## src/rtl/add_issue_ctrl.sv

```systemverilog
// rtl/add_issue_ctrl.sv - operand FIFO and issue/capture controller for a fixed-latency registered adder
// One operation outstanding at a time; carry is computed locally from the popped operands.
module add_issue_ctrl #(
  parameter int W     = 16,
  parameter int DEPTH = 4,
  parameter int LAT   = 2
) (
  input  logic                     clk,
  input  logic                     rst,
  input  logic                     in_valid,
  output logic                     in_ready,
  input  logic [W-1:0]             in_a,
  input  logic [W-1:0]             in_b,
  output logic                     start,
  output logic [W-1:0]             a,
  output logic [W-1:0]             b,
  input  logic [W-1:0]             y,
  output logic                     res_valid,
  input  logic                     res_ready,
  output logic [W-1:0]             res_data,
  output logic                     res_carry,
  output logic                     busy,
  output logic [$clog2(DEPTH):0]   fifo_count
);

  localparam int AW   = $clog2(DEPTH);
  localparam int CW   = AW + 1;
  localparam int CNTW = (LAT > 1) ? $clog2(LAT) : 1;

  typedef enum logic [1:0] {
    IDLE  = 2'd0,
    ISSUE = 2'd1,
    WAIT  = 2'd2,
    HOLD  = 2'd3
  } state_t;

  state_t state, state_nx;

  logic [W-1:0]    mem_a [DEPTH];
  logic [W-1:0]    mem_b [DEPTH];
  logic [AW-1:0]   wr_ptr, rd_ptr;
  logic [CW-1:0]   count;
  logic            push, pop;
  logic [CNTW-1:0] wcnt;
  logic            carry_q;

  assign in_ready   = (count < CW'(DEPTH));
  assign push       = in_valid && in_ready;
  assign pop        = (state == IDLE) && (count != '0);
  assign fifo_count = count;
  assign start      = (state == ISSUE);
  assign busy       = (state != IDLE);

  // Storage needs no reset: only slots between the pointers are ever read.
  always_ff @(posedge clk) begin
    if (push) begin
      mem_a[wr_ptr] <= in_a;
      mem_b[wr_ptr] <= in_b;
    end
  end

  always_ff @(posedge clk or posedge rst) begin
    if (rst) begin
      wr_ptr <= '0;
      rd_ptr <= '0;
      count  <= '0;
    end else begin
      if (push) wr_ptr <= wr_ptr + AW'(1);
      if (pop)  rd_ptr <= rd_ptr + AW'(1);
      case ({push, pop})
        2'b10:   count <= count + CW'(1);
        2'b01:   count <= count - CW'(1);
        default: count <= count;
      endcase
    end
  end

  always_ff @(posedge clk or posedge rst) begin
    if (rst) state <= IDLE;
    else     state <= state_nx;
  end

  always_comb begin
    state_nx = state;
    case (state)
      IDLE:    if (count != '0) state_nx = ISSUE;
      ISSUE:   state_nx = WAIT;
      WAIT:    if (wcnt == '0) state_nx = HOLD;
      HOLD:    if (res_ready) state_nx = IDLE;
      default: state_nx = IDLE;
    endcase
  end

  always_ff @(posedge clk or posedge rst) begin
    if (rst) begin
      a         <= '0;
      b         <= '0;
      carry_q   <= 1'b0;
      wcnt      <= '0;
      res_valid <= 1'b0;
      res_data  <= '0;
      res_carry <= 1'b0;
    end else begin
      if (pop) begin
        a       <= mem_a[rd_ptr];
        b       <= mem_b[rd_ptr];
        carry_q <= 1'((({1'b0, mem_a[rd_ptr]} + {1'b0, mem_b[rd_ptr]}) >> W));
      end
      if (state == ISSUE) begin
        wcnt <= CNTW'(LAT - 1);
      end else if (state == WAIT && wcnt != '0) begin
        wcnt <= wcnt - CNTW'(1);
      end
      // y is already settled with the new sum on the edge where the countdown hits zero.
      if (state == WAIT && wcnt == '0) begin
        res_data  <= y;
        res_carry <= carry_q;
        res_valid <= 1'b1;
      end else if (state == HOLD && res_ready) begin
        res_valid <= 1'b0;
      end
    end
  end

endmodule

```

## config.mk

```make
export PLATFORM = sky130hd
export DESIGN_NAME = add_issue_ctrl
export DESIGN_NICKNAME = d
export VERILOG_FILES = /design/src/rtl/add_issue_ctrl.sv
export SDC_FILE = /design/constraint.sdc
export NUM_CORES = 1
export LEC_CHECK = 0
export CORE_ASPECT_RATIO = 0.75
export CORE_UTILIZATION = 50
export DETAILED_ROUTE_END_ITERATION = 10
export GPL_TIMING_DRIVEN = 0
export PLACE_DENSITY = 0.74
export RECOVER_POWER = 25
export SETUP_SLACK_MARGIN = 0.15
export SLEW_MARGIN = 30
export SYNTH_ARGS = -nofsm -noshare
export SYNTH_HDL_FRONTEND = slang
export SYNTH_SLANG_ARGS = --single-unit
```

## constraint.sdc

```tcl
create_clock -name clk -period 2.9 [get_ports clk]
set_input_delay 0.87 -clock clk [delete_from_list [all_inputs] [get_ports clk]]
set_output_delay 0.87 -clock clk [all_outputs]
set_load 0.01 [all_outputs]
```

; Word-level counts from Yosys, hierarchy flattened
; Memory sizes are Yosys's and may differ from the RTL's.
; Cells that the tools add are included.
[word_totals]
reg_bits = 61
ramBits = 128
input_bits = 52
out_inout_bits = 56
elab_cells = 52
mem_count = 2
[mem_list]
columns = memory, words, width, read_ports, rd_ports_with_merged_regs, write_ports, line
row1 = mem_a, 4, 16, 1, 0, 1, 39  ; logic [W-1:0] mem_a [DEPTH];
row2 = mem_b, 4, 16, 1, 0, 1, 40  ; logic [W-1:0] mem_b [DEPTH];
[classes]
addsub = 6
magnitude_cmp = 1
n_eq_ne = 8
n_mux = 11
bitwise_logic = 1
reduce_logical = 12
[op_table]
columns = cell, n
row1 = $add A16 B16 Y17, 1
row2 = $pmux W2 S4, 1
row3 = $reduce_bool A2 Y1, 4
row4 = $eq A2 B2 Y1 const B, 3
row5 = $mux W1, 6
row6 = $mux W2, 3
row7 = $pmux W3 S2, 1
row8 = $logic_and A1 B1 Y1, 5
row9 = $add A2 B1 Y2 const B, 2
row10 = $eq A2 B1 Y1 const B, 2
row11 = $ne A2 B2 Y1 const B, 2
row12 = $add A3 B1 Y3 const B, 1
row13 = $lt A3 B3 Y1 const B, 1
row14 = $reduce_and A3 Y1, 1
row15 = $reduce_bool A3 Y1, 1
row16 = $sub A3 B1 Y3 const B, 1
row17 = $logic_not A2 Y1, 1
row18 = $ne A2 B1 Y1 const B, 1
row19 = $not A1 Y1, 1
row20 = $sub A1 B1 Y1 const B, 1

; Logic depth before layout (Yosys ltp)
; Gate-level depths: netlist of run 1.
[logic_depth]
ltp_word = 4
ltp_mapped = 12
depth_no_buf = 10

; Worst setup path before layout of run 1
; No wires, ideal clock.
[synth_path]
path_type = input to register
startpoint = input port in_valid
endpoint = memory mem_a[0][0] (enable)
setup_ps = 392
arrival_ps = 2028
t_required_ps = 2508
path_slack_ps = 480
path_stages = 3
n_path_buf = 1
path_cell_list = nor2b_1 > clkbuf_1 > and2_1
[synth_between]
elab_chain_len = 3
[synth_lines]
columns = element, line
row1 = "start, declared", 10  ; input logic in_valid,
row2 = $logic_and A1 B1 Y1, 48  ; assign push = in_valid && in_ready;
row3 = $mux W1, 56  ; if (push) begin
row4 = $mux W1 (not written as such), 57  ; mem_a[wr_ptr] <= in_a;
row5 = "end, declared", 39
; Every way passes these cells.

; Worst setup path in the final report of run 1
[layout_path]
startpoint = register state[0]
endpoint = output port busy
[layout_between]
elab_chain_len = 1
[layout_lines]
columns = element, line
row1 = "start, declared", 37  ; state_t state, state_nx;
row2 = "start signal, assigned", 80  ; else state <= state_nx;
row3 = $reduce_bool A2 Y1, 52  ; assign busy = (state != IDLE);
row4 = "end, declared", 22  ; output logic busy,
; Every way passes these cells.

==> impl_metrics.csv, run 1 <==
group,metric,value,unit
run_status,status,"finished with violations",
run_status,violations,"max-capacitance violations, max-slew violations",
sta,fmax,379,MHz
floorplan,die-area,0.0155,sq mm
route,first_pass_iters,5,
clocking,clk_pin_slew,0.07,ns
layout,area_delta_synth_final,26.5,%
worst_setup_path,path_delay_family,"buffers and inverters",
layout,mostFrequentLayoutCells,"128 x edfxtp_1, 100 x nand2_1, 79 x clkdlybuf4s50_1",
pwr,power_density,1080,mW/mm^2
sta,finalClockSkew,0.00953,ns
logic_synthesis,postSynthCellCount,446,
sta,min_period_over_period,90.9,%
grt,grt_pass1_vias,4272,
worst_setup_path,crit_type,"reg -> out",
route,via_per_inst,5.30,
placed_design,dp_cells,758,
layout,mostFrequentLayoutCell,"edfxtp_1",
run,cap_violations,1,
route,drc,0,
logic_synthesis,synth_edf_count,128,
grt,antenna_found_initial,0,
layout,instances_no_fill,790,
floorplan,ios,108,
pwr,power_frac_clock,21.2,%
layout,n_antenna_cell,0,
floorplan,die_x,143,microns
worst_setup_path,startpoint_type,"register",
worst_setup_path,cp_max_fo,4,
worst_setup_path,path_cells,"inv_1, ha_1, inv_1, clkdlybuf4s50_1",
logic_synthesis,synth_area,0.00748,sq mm
pwr,p_seq_share,38.5,%
clocking,htreeDepth,4,
route,vias,4185,
clocking,clockRootBuffer,"clkbuf_16",
route,drtIter0Drc,256,
worst_setup_path,worstPathArrival,1.77,ns
placed_design,dpl.hpwl,10.5,mm
pwr,p_int,6.73,mW
sta,report.final.hold_viol_count,0,
sta,setup_violations,0,
pwr,p_sw_share,34.1,%
sta,hold_ws,0.477,ns
placed_design,portBuffers,107,
floorplan,die_h,108,microns
sta,worstMarginPinSlew,1.58,ns
logic_synthesis,yosysWarnings,0,
worst_setup_path,crit_path_end_kind,"output pin",
logic_synthesis,synth_cell_type_count,38,
pwr,ir_drop,0.000663,V
clocking,hold_buffers,0,
clocking,clockBufferDepth,2,
grt,grt_pass1_wl,23.5,mm
route,wirelength,15.1,mm
clocking,numCtsBuffers,17,
logic_synthesis,ys_ff_latch,189,
worst_setup_path,path_buf_inv,3,
floorplan,core,0.0145,sq mm
pwr,p_leak,3.62,nW
grt,grt_max_degree,35,
logic_synthesis,ys_seq_area_share,71.8,%
clocking,cts_sinks,189,
layout,drive_gt1_share,16.9,%
clocking,cts_tree,"done",
layout,fin_nets,654,
logic_synthesis,synthArstFlopShare,32.3,%
pwr,pwr-share-comb,40.2,%
logic_synthesis,synthFlopType,"edfxtp_1",
pwr,p_sw,3.48,mW
sta,drv_slew,34,
grt,grt_overflow,0,
worst_setup_path,crit_slowest_cell,"clkdlybuf4s50_1",
clocking,clock_latency,0.42,ns
sta,grt_setup_unrepaired,"false",
grt,track_usage,21.3,%
worst_setup_path,critical_path.max_stage_delay,0.53,ns
logic_synthesis,syn_area_per_cell,16.8,sq um
sta,fin_crit,2.64,ns
floorplan,row_count,38,
sta,timing.slew.headroom,-5.92,%
worst_setup_path,required,2.03,ns
worst_setup_path,crit_top_cell,"inv_1",
logic_synthesis,syn_nets,523,
route,antenna_left,0,
placed_design,gp_congestion,0.765,
route,wl_per_cell,19.2,microns
floorplan,floorplan.initialDensity,51.4,%
min_path,min-delay-path-class,"reg -> reg",
## kinds of logic after synthesis
logic type	after synthesis	synth area share, %
compound gates	25	2.16
fa+ha+maj	25	4.28
buf+inv	32	2.24
mux	51	12.3
flops	189	71.8
simple gates	118	6.54
xor+xnor	6	0.702
## area by class of cell
cell class                 count  area [sq um]
timing repair buffer         112          1170
buffer                        17           114
sequential                   189          5370
fill                        1044          5080
tap                          200           250
multi-input combinational    225          1950
clock inverter                15           128
inverter                      15          57.6
clock buffer                  17           425
## timing repair
item / CTS / global route
hold endpoints to repair: 0 / 0
resized for setup: 0 / 1
buffers inserted: 0 / 0
setup endpoints to repair: 0 / 1
## synth_stat cells, drive strengths merged (4+ instances only)
cell type,n,area [sq um]
nor2,4,22.5
a21oi,7,35.0
nand2,100,375
xnor2,4,35.0
and2,5,31.3
buf,16,108
dfrtp,61,1530
o21ai,7,35.0
mux4,31,698
mux2,18,203
inv,15,56.3
edfxtp,128,3840
ha,24,300
## sequential cells by signal, summed over array words and instances (netlist names)
signal	count
a	16
b	16
carry_q	1
fifo_count	3
mem_a	64
mem_b	64
rd_ptr	2
res_carry	1
res_data	16
res_valid	1
state	2
wcnt	1
wr_ptr	2
## metrics by stage
stage | total power [mW] | instance area (sq um) | setup TNS (ns) | util (%) | setup slack [ns]
2_1_floorplan | 6.34 | 7480 | 0 | - | 0.480
3_3_place_gp | 7.89 | 8800 | -119.14 | 60.5 | -0.656
3_5_place_dp | 8.10 | 8910 | 0 | 61.2 | 0.114
4_1_cts | 10.3 | 9460 | 0 | 65.0 | 0.248
5_1_grt | 10.8 | 9470 | 0 | 65.1 | 0.171
6_report | 10.2 | 9470 | 0 | 65.1 | 0.263
## path summary, 6_finish.rpt
path | start | end | slack [ns] | cells past startpoint
worst max-delay path | state[0] | busy | 0.26 | 4
worst min-delay path | b[11] | b[11] | 0.48 | 2
worst max register to register | state[0] | fifo_count[2] | 0.40 | 12
worst min register to register | b[11] | b[11] | 0.48 | 2
max in group asynchronous | rst | a[8] | 0.87 | 3
min in group asynchronous | rst | res_data[3] | 1.27 | 2
## power by group through the flow
stage / sequential, mW / combinational, mW / clock, mW
finish: 3.93 / 4.11 / 2.17
floorplan: 4.09 / 2.25 / 0
global route: 4.00 / 4.50 / 2.32
global placement: 3.96 / 3.93 / 0
detailed placement: 3.99 / 4.11 / 0
CTS: 3.93 / 4.14 / 2.20
## worst reg2reg max path: stages, from the launching register on
cell and delay [ns]:
dfrtp_1 0.42, inv_1 0.10, ha_1 0.24, nand2b_1 0.07
buf_4 0.16, inv_2 0.14, clkbuf_4 0.26, ha_1 0.21
inv_1 0.06, fa_1 0.37, xor2_1 0.15, nor2_1 0.14
xnor2_1 0.13
## per-layer routing
layer	global-route usage (%)	wire (microns)	vias to the layer above
li1	-	-	1891
met5	0	0	-
met1	30.6	6860	2162
met3	4.21	754	18
met2	32.9	7310	114
met4	7.67	207	0
(Power assumes the default switching activity.)
==> run 2, diff against run 1 <==
--- a/config.mk
+++ b/config.mk
@@ -6,6 +6,7 @@
 export NUM_CORES = 1
 export LEC_CHECK = 0
 export CORE_ASPECT_RATIO = 0.75
+export CORE_MARGIN = 1
 export CORE_UTILIZATION = 50
 export DETAILED_ROUTE_END_ITERATION = 10
 export GPL_TIMING_DRIVEN = 0
==> results of run 2 <==
Final layout, timing and power as in run 1 (identical DEF).
